## src/rtl/fetch_mem_arb.sv

```systemverilog
// fetch_mem_arb: round-robin arbiter sharing one instruction-memory port between two fetch requesters.
// Optional macro FETCH_MEM_ARB_ERR_EN adds a sticky ERR output flagging responses with nothing outstanding.
module fetch_mem_arb #(
  parameter int OUTST = 4,
  parameter int PCW   = 32,
  parameter int IW    = 32
) (
  input  logic           CLK,
  input  logic           RSTN,
  input  logic           F0_REQV,
  input  logic [PCW-1:0] F0_PC,
  output logic           F0_REQINV,
  output logic           F0_RSPV,
  output logic           F0_RSPINV,
  output logic [IW-1:0]  F0_INSTR,
  input  logic           F1_REQV,
  input  logic [PCW-1:0] F1_PC,
  output logic           F1_REQINV,
  output logic           F1_RSPV,
  output logic           F1_RSPINV,
  output logic [IW-1:0]  F1_INSTR,
  output logic           M_REQV,
  output logic [PCW-1:0] M_PC,
  input  logic           M_REQINV,
  input  logic           M_RSPV,
  input  logic           M_RSPINV,
  input  logic [IW-1:0]  M_INSTR
`ifdef FETCH_MEM_ARB_ERR_EN
  ,
  output logic           ERR
`endif
);

  localparam int CW = $clog2(OUTST + 1);
  localparam int PW = (OUTST > 1) ? $clog2(OUTST) : 1;
  localparam logic [CW-1:0] FULL_CNT = CW'(OUTST);
  localparam logic [PW-1:0] LAST_PTR = PW'(OUTST - 1);

  logic             rr_r;
  logic [OUTST-1:0] fifo_r;
  logic [PW-1:0]    wptr_r;
  logic [PW-1:0]    rptr_r;
  logic [CW-1:0]    count_r;

  logic full_s;
  logic empty_s;
  logic win_v_s;
  logic win_id_s;
  logic push_s;
  logic pop_s;
  logic head_s;

  // Pointers wrap at OUTST-1 so non-power-of-2 depths work.
  function automatic logic [PW-1:0] ptr_inc(input logic [PW-1:0] p);
    if (p == LAST_PTR) begin
      ptr_inc = {PW{1'b0}};
    end else begin
      ptr_inc = p + PW'(1'b1);
    end
  endfunction

  // Winner selection; full is based on registered count so M_RSPV never reaches REQINV.
  always_comb begin
    full_s   = (count_r == FULL_CNT);
    empty_s  = (count_r == {CW{1'b0}});
    win_v_s  = 1'b0;
    win_id_s = 1'b0;
    if (full_s) begin
      win_v_s  = 1'b0;
      win_id_s = 1'b0;
    end else if (F0_REQV && F1_REQV) begin
      win_v_s  = 1'b1;
      win_id_s = rr_r;
    end else if (F1_REQV) begin
      win_v_s  = 1'b1;
      win_id_s = 1'b1;
    end else if (F0_REQV) begin
      win_v_s  = 1'b1;
      win_id_s = 1'b0;
    end else begin
      win_v_s  = 1'b0;
      win_id_s = 1'b0;
    end
    push_s = win_v_s & ~M_REQINV;
    pop_s  = M_RSPV & ~empty_s;
    head_s = fifo_r[rptr_r];
  end

  // Output drive; reset forces the request/response handshake idle.
  always_comb begin
    M_PC     = win_id_s ? F1_PC : F0_PC;
    F0_INSTR = M_INSTR;
    F1_INSTR = M_INSTR;
    if (!RSTN) begin
      M_REQV    = 1'b0;
      F0_REQINV = 1'b1;
      F1_REQINV = 1'b1;
      F0_RSPV   = 1'b0;
      F1_RSPV   = 1'b0;
    end else begin
      M_REQV    = win_v_s;
      F0_REQINV = (win_v_s && !win_id_s) ? M_REQINV : 1'b1;
      F1_REQINV = (win_v_s &&  win_id_s) ? M_REQINV : 1'b1;
      F0_RSPV   = pop_s & ~head_s;
      F1_RSPV   = pop_s &  head_s;
    end
    F0_RSPINV = F0_RSPV & M_RSPINV;
    F1_RSPINV = F1_RSPV & M_RSPINV;
  end

  // Arbitration pointer and ID FIFO state.
  always_ff @(posedge CLK) begin
    if (!RSTN) begin
      rr_r    <= 1'b0;
      fifo_r  <= {OUTST{1'b0}};
      wptr_r  <= {PW{1'b0}};
      rptr_r  <= {PW{1'b0}};
      count_r <= {CW{1'b0}};
    end else begin
      if (push_s) begin
        fifo_r[wptr_r] <= win_id_s;
        wptr_r         <= ptr_inc(wptr_r);
        rr_r           <= ~win_id_s;
      end
      if (pop_s) begin
        rptr_r <= ptr_inc(rptr_r);
      end
      case ({push_s, pop_s})
        2'b10:   count_r <= count_r + CW'(1'b1);
        2'b01:   count_r <= count_r - CW'(1'b1);
        default: count_r <= count_r;
      endcase
    end
  end

`ifdef FETCH_MEM_ARB_ERR_EN
  // Sticky flag for a memory response that arrives with no request outstanding.
  always_ff @(posedge CLK) begin
    if (!RSTN) begin
      ERR <= 1'b0;
    end else if (M_RSPV && empty_s) begin
      ERR <= 1'b1;
    end else begin
      ERR <= ERR;
    end
  end
`endif

endmodule

```

## config.mk

```make
export PLATFORM = sky130hd
export DESIGN_NAME = fetch_mem_arb
export DESIGN_NICKNAME = d
export VERILOG_FILES = /design/src/rtl/fetch_mem_arb.sv
export SDC_FILE = /design/constraint.sdc
export NUM_CORES = 1
export LEC_CHECK = 0
export BUFFER_PORTS_ARGS = -buffer_cell sky130_fd_sc_hd__buf_2
export CAP_MARGIN = 15
export CORE_AREA = 2 2 80 82
export CTS_CLUSTER_DIAMETER = 50
export DETAILED_ROUTE_END_ITERATION = 12
export DIE_AREA = 0 0 82 84
export PLACE_DENSITY = 0.76
export SLEW_MARGIN = 30
export SYNTH_ARGS = -nofsm -noshare
export SYNTH_HDL_FRONTEND = slang
export SYNTH_SLANG_ARGS = --single-unit
```

## constraint.sdc

```tcl
create_clock -name CLK -period 3.52 [get_ports CLK]
set_clock_uncertainty 0.1 [all_clocks]
set_input_delay 0.352 -clock CLK [delete_from_list [all_inputs] [get_ports CLK]]
set_output_delay 0.352 -clock CLK [all_outputs]
set_load 0.1 [all_outputs]
```

==> results of run 1 <==
==> area by class of cell <==
type / instances / area [µm²] / area share [%]
flip-flops and latches: 12 / 240.2 / 13.43
well taps: 77 / 96.34 / 5.385
inverters: 6 / 22.52 / 1.259
clock buffers: 4 / 55.05 / 3.077
multi-input cells: 93 / 829.5 / 46.36
repair buffers: 109 / 545.5 / 30.49
==> cell usage in the layout (no fill, tap or decap), types with 2 or more instances in the layout <==
master	n
clkbuf_8	4
nand3_1	5
buf_2	109
nor2_1	2
and2_1	2
nand2_1	11
nor3b_1	2
inv_1	6
mux2_2	32
a31oi_1	4
o21ai_0	5
a41o_1	4
ha_1	6
dfxtp_1	12
==> cells by family after synthesis <==
kind of cell	share of synthesized area, %
xor gates and xnor gates	1.079
buffers and inverters	34.44
muxes	24.19
and+or+nand+nor	11.17
DFF	14.79
adders and majority gates	5.855
AOI/OAI and AO/OA	8.474
==> state kept, by name (all words and copies together), names as in the netlist <==
signal   flops
rptr_r       2
count_r      3
fifo_r       4
rr_r         1
wptr_r       2
==> worst max-delay path: stages (launching register included) <==
cell	delay [ps]
dfxtp_1	350
or3b_4	460
nand3_2	580
mux2_2	300
buf_2	430
==> synth_stat cells, types with 2 or more instances <==
library cell	n
o21ai_0	5
nand3_1	5
buf_4	67
dfxtp_1	12
nor2_1	2
inv_1	6
and2_1	2
nor3b_1	3
mux2_2	32
a31oi_1	4
buf_6	2
ha_1	6
nand2_1	11
a41o_1	4
clkbuf_1	3
==> metal layers <==
layer,share of wire (%),track usage [%],vias to the layer above
met5,0,0,-
met4,2.9,4.697,0
met3,11,4.654,25
met2,45,15.67,68
met1,41,12.61,541
li1,-,-,645
==> power breakdown <==
part / switching [W] / internal, W / total (W)
Clock: 0.0000518 / 0.0000989 / 0.000151
Combinational: 0.000564 / 0.000191 / 0.000754
Sequential: 0.0000269 / 0.000164 / 0.000191
==> worst paths after layout <==
check                                                to  slack (ps)  cells past startpoint
worst max-delay path                           M_PC[14]         690                      4
worst min-delay path             rptr_r[1]$_SDFFE_PN0P_         400                      2
worst max register to register  count_r[2]$_SDFFE_PN0P_        1050                      9
worst min register to register   rptr_r[1]$_SDFFE_PN0P_         400                      2
==> metrics by stage <==
stage	power [W]	instance area (µm²)
after CTS	0.001109	1789
after global placement	0.0009400	1734
final	0.001096	1789
after detailed placement	0.0009522	1734
after global routing	0.001158	1789
after floorplan	0.001183	1629
==> flow_summary.ini, run 1 <==
[logic_synthesis]
syn_nets = 293
synthTopCellsByArea = buf_4, mux2_2, dfxtp_1, ha_1, nand2_1
avgSynthCellArea_um2 = 8.875
syn_inst = 183
synth_ff_type = dfxtp_1
synthDistinctLibCells = 34
syn-cell-area_um2 = 1624
seq_area_frac_synth_pct = 14.79
ys_warn_count = 0
async_flop_share_pct = 0
ys_ff_latch = 12
synth-edff-count = 0
synth_top_area_share_pct = 30.97
yosysTopAreaCell = buf_4

[sta]
postLayoutSetupSlackWorst_ps = 690.5
finalSetupViolCount = 0
maxSlewHeadroom_pct = 48.67
fin_worst_hold_slack_ps = 398.8
min_period_ps = 2829
worst_pin_slew_ps = 769.0
fin_crit_sh_pct = 80.38
rsz0062_at_grt = false
fmax_ghz = 0.3534
setup_tns_ps = 0
hold_violations = 0
slew_violations = 0

[global_routing]
grt_first_pass_wirelength_um = 5678
grtUsageTotal_pct = 10.44
grt_max_degree = 34
antenna_found_initial = 0
overflow = 0
first_global_vias = 1234

[placement]
dp_slack_ps = 917.7
place_inst = 297
dp_hpwl_um = 3197
numPortBuffers = 109
globalplace.congestion = 0.7335

[clock_tree]
ctsResizeCount = 0
cts_hold_buffers = 0
post_cts.repair.setup_buffers = 0
cts-root-buf = clkbuf_8
cts_tree = yes
clkSinkCount = 12
cts-buffers-inserted = 3
clk_pin_slew_ps = 50
clock_path_buffers = 2
h-tree-depth = 1
clk_latency_ps = 240

[routing]
firstDrtPassIters = 4
routedWlPerCell_um = 12.58
via_per_inst = 4.249
drc = 0
ant_nets = 0
drt_wl_total_um = 3788
dr_total_vias = 1279
drtIter0Drc = 49

[final_layout]
area_delta_synth_final_pct = 10.17
post-route-util_pct = 29.35
final_layout_size_suffix_gt1_share_pct = 68.30
n_antenna_cell = 0
nets = 335
fin_cells = 301
fill_cells = 653

[run_status]
outcome = finished, final reports clean

[setup_path]
end_kind = primary output
worstPathRequired_ps = 3070
critPathLaunchType = flop
critPathLaunch = count_r[2]$_SDFFE_PN0P_
arrival_ps = 2380
crit_fanout = 33
reg2reg_from = count_r[2]$_SDFFE_PN0P_
worstSetupPathType = flop to primary output

[die]
core_area_um2 = 6096
ioPinCount = 206
die-height_um = 84
die-area_um2 = 6888
dieWidth_um = 82
rows = 29
initial_core_util_pct = 26.64

[job]
drv_cap = 0

[power_and_ir_drop]
ir_drop_mv = 0.2730
p_per_area_nw_per_um2 = 612.4
leakagePower_nw = 0.9099

[worst_hold_path]
min_from = rptr_r[1]$_SDFFE_PN0P_
worstHoldPathType = flop to flop
Note: power is estimated with default switching activity, not from simulation.
==> run 2, diff against run 1 <==
ABC_AREA = 1   (was default)
CORE_AREA = 2 2 79 81   (was 2 2 80 82)
DIE_AREA = 0 0 81 83   (was 0 0 82 84)
PLACE_DENSITY = 0.78   (was 0.76)
clock period = 2.65 ns   (was 3.52 ns; I/O delays follow)
==> run 2 against run 1 <==
  * Critical path depth up 4
  * Die area down 2.4%
  * Count of clock-buffer cells in the layout unchanged
  * First-iteration DRC count up 16%
  * Via count up 33%
  * Synthesized cell count up 51%
  * Sequential power up 37%
  * Sequential share of layout area down 0.14 points
  * Final area up 1.0%
  * Global-route usage up 6.1 points
  * Register-to-register slack worse by 440 ps
  * Hold slack worse by 190 ps
==> flow_summary.ini, run 2 <==
[run_status]
outcome = finished, final reports clean

[clock_tree]
cts-root-buf = clkbuf_8
cts_tree = yes
clk_pin_slew_ps = 60
cts-buffers-inserted = 3
post_cts.repair.setup_buffers = 0
ctsResizeCount = 0
clkSinkCount = 12
clock_path_buffers = 2
cts_hold_buffers = 0
h-tree-depth = 1
clk_latency_ps = 240

[routing]
drt_wl_total_um = 5702
drc = 0
drtIter0Drc = 57
dr_total_vias = 1701
via_per_inst = 4.317
ant_nets = 0
firstDrtPassIters = 4
routedWlPerCell_um = 14.47

[setup_path]
worstPathCellList = nor2_2 -> nand2_2 -> inv_2 -> nor2_4 -> inv_2 -> nand2_1 -> nand2_1 -> buf_2
critPathLaunchType = flop
cpMaxStageDelayCell = buf_2
arrival_ps = 2020
worstPathRequired_ps = 2290
end_kind = primary output
cp_top_family = buffers and inverters
critical_path_buf_inv_count = 3
max_stage_delay_ps = 430
worstSetupPathType = flop to primary output
crit_fanout = 33

[die]
die-height_um = 83
initial_core_util_pct = 28.61
dieWidth_um = 81
die-area_um2 = 6723
rows = 28
core_area_um2 = 5816
ioPinCount = 206

[global_routing]
grt_first_pass_wirelength_um = 8466
first_global_vias = 1681
grtUsageTotal_pct = 16.52
overflow = 0
grt_max_degree = 38
antenna_found_initial = 0

[power_and_ir_drop]
ir_drop_mv = 0.4365
p_per_area_nw_per_um2 = 926.8
leakagePower_nw = 1.148

[logic_synthesis]
synth-compound-area-share_pct = 3.759
yosys.cell_count.top_type = nand2_1
muxShareOfSynthArea_pct = 0
syn_inst = 277
synth_top_family_by_area = buffers and inverters
synth-simple-area-share_pct = 35.71
synthTopCellsByCount = nand2_1, buf_4, inv_1, dfxtp_1, nor2_1
synthAdderAreaFrac_pct = 5.714
synthTopCellsByArea = buf_4, nand2_1, dfxtp_1, inv_1, ha_1
syn-cell-area_um2 = 1664
yosysTopAreaCell = buf_4
synth_xor_area_share_pct = 0.5263
ys_ff_latch = 12
seq_area_frac_synth_pct = 14.44
synthDistinctLibCells = 22
syn_nets = 387
synth_ff_type = dfxtp_1
avgSynthCellArea_um2 = 6.008
ys_warn_count = 0
async_flop_share_pct = 0
synth-edff-count = 0
synth_top_area_share_pct = 29.32

[final_layout]
fill_cells = 686
final_cell_mix = nand2_1, buf_2, inv_1
reg.largest.list = fifo_r x4, count_r x3
nets = 430
largest_register_ffs = 4
fin_area_um2 = 1808
final_layout_size_suffix_gt1_share_pct = 37.30
final_common_cell = nand2_1
fin_cells = 394
area_delta_synth_final_pct = 8.646
multi_input_area_um2 = 760.7
n_antenna_cell = 0
regMostFlops = fifo_r
seqCellArea_um2 = 240.2

[sta]
maxSlewHeadroom_pct = 64.62
worst_pin_slew_ps = 529.9
fin_worst_hold_slack_ps = 210.9
fin_crit_sh_pct = 89.87
hold_violations = 0
fmax_ghz = 0.4199
rsz0062_at_grt = false
min_period_ps = 2382
slew_violations = 0
finalSetupViolCount = 0

[placement]
placed_area_um2 = 1753
globalplace.congestion = 0.8265
place_inst = 390
numPortBuffers = 109
dp_hpwl_um = 4863

[worst_hold_path]
worstHoldPathType = primary input to flop

[job]
drv_cap = 0
run 2: path summary, 6_finish.rpt:
kind | start | endpoint | slack (ps) | depth (start not counted)
max reg2reg | count_r[0]$_SDFFE_PN0P_ | count_r[2]$_SDFFE_PN0P_ | 610 | 10
min | M_REQINV | wptr_r[1]$_SDFFE_PN0P_ | 210 | 4
min reg2reg | count_r[0]$_SDFFE_PN0P_ | count_r[0]$_SDFFE_PN0P_ | 390 | 1
max | count_r[0]$_SDFFE_PN0P_ | M_PC[15] | 270 | 8
run 2: worst register-to-register path: stages (launching register included):
cell	delay, ps
dfxtp_1	330
nor2_2	160
nand2_2	120
nand3_1	180
ha_1	200
inv_1	60
fa_1	390
nand2_1	80
nand3_1	80
o21ai_0	160
a21oi_1	70
run 2: cell families after synthesis:
logic type | count (synthesis)
flip-flops | 12
XOR/XNOR | 1
AND/OR/NAND/NOR | 149
adder cells (fa/ha/maj) | 7
AO/OA/AOI/OAI | 12
buffers and inverters | 96
run 2: power by group:
group | total [W] | internal, W | switching, W | leakage [nW]
clock network | 0.000203 | 0.000131 | 0.0000718 | 0.0288
logic | 0.00121 | 0.000221 | 0.000990 | 1.02
registers | 0.000261 | 0.000224 | 0.0000370 | 0.0985
total | 0.00168 | 0.000577 | 0.00110 | 1.15
run 2: cell type report:
class / count / share of cell area (%)
multi-input cells: 169 / 42.08
repair buffers: 110 / 31.42
inverters: 24 / 4.983
well taps: 75 / 5.190
flip-flops and latches: 12 / 13.29
clock buffers: 4 / 3.045
run 2: stage by stage:
stage	setup TNS, ps	worst slack, ps	power [W]	utilization [%]
6_report	0	268.5	0.001676	31.09
5_1_grt	0	81.46	0.001782	31.09
4_1_cts	0	267.0	0.001685	31.09
3_5_place_dp	0	506.8	0.001478	30.14
3_3_place_gp	0	548.1	0.001458	30.14
2_1_floorplan	-904.1	-455.2	0.001733	-
run 2: metal layers:
layer / vias to the layer above / routed length [µm] / track usage, %
li1: 854 / - / -
met1: 719 / 2352 / 20.09
met2: 113 / 2212 / 23.44
met3: 15 / 1013 / 11.30
met4: 0 / 124 / 4.468
met5: - / 0 / 0
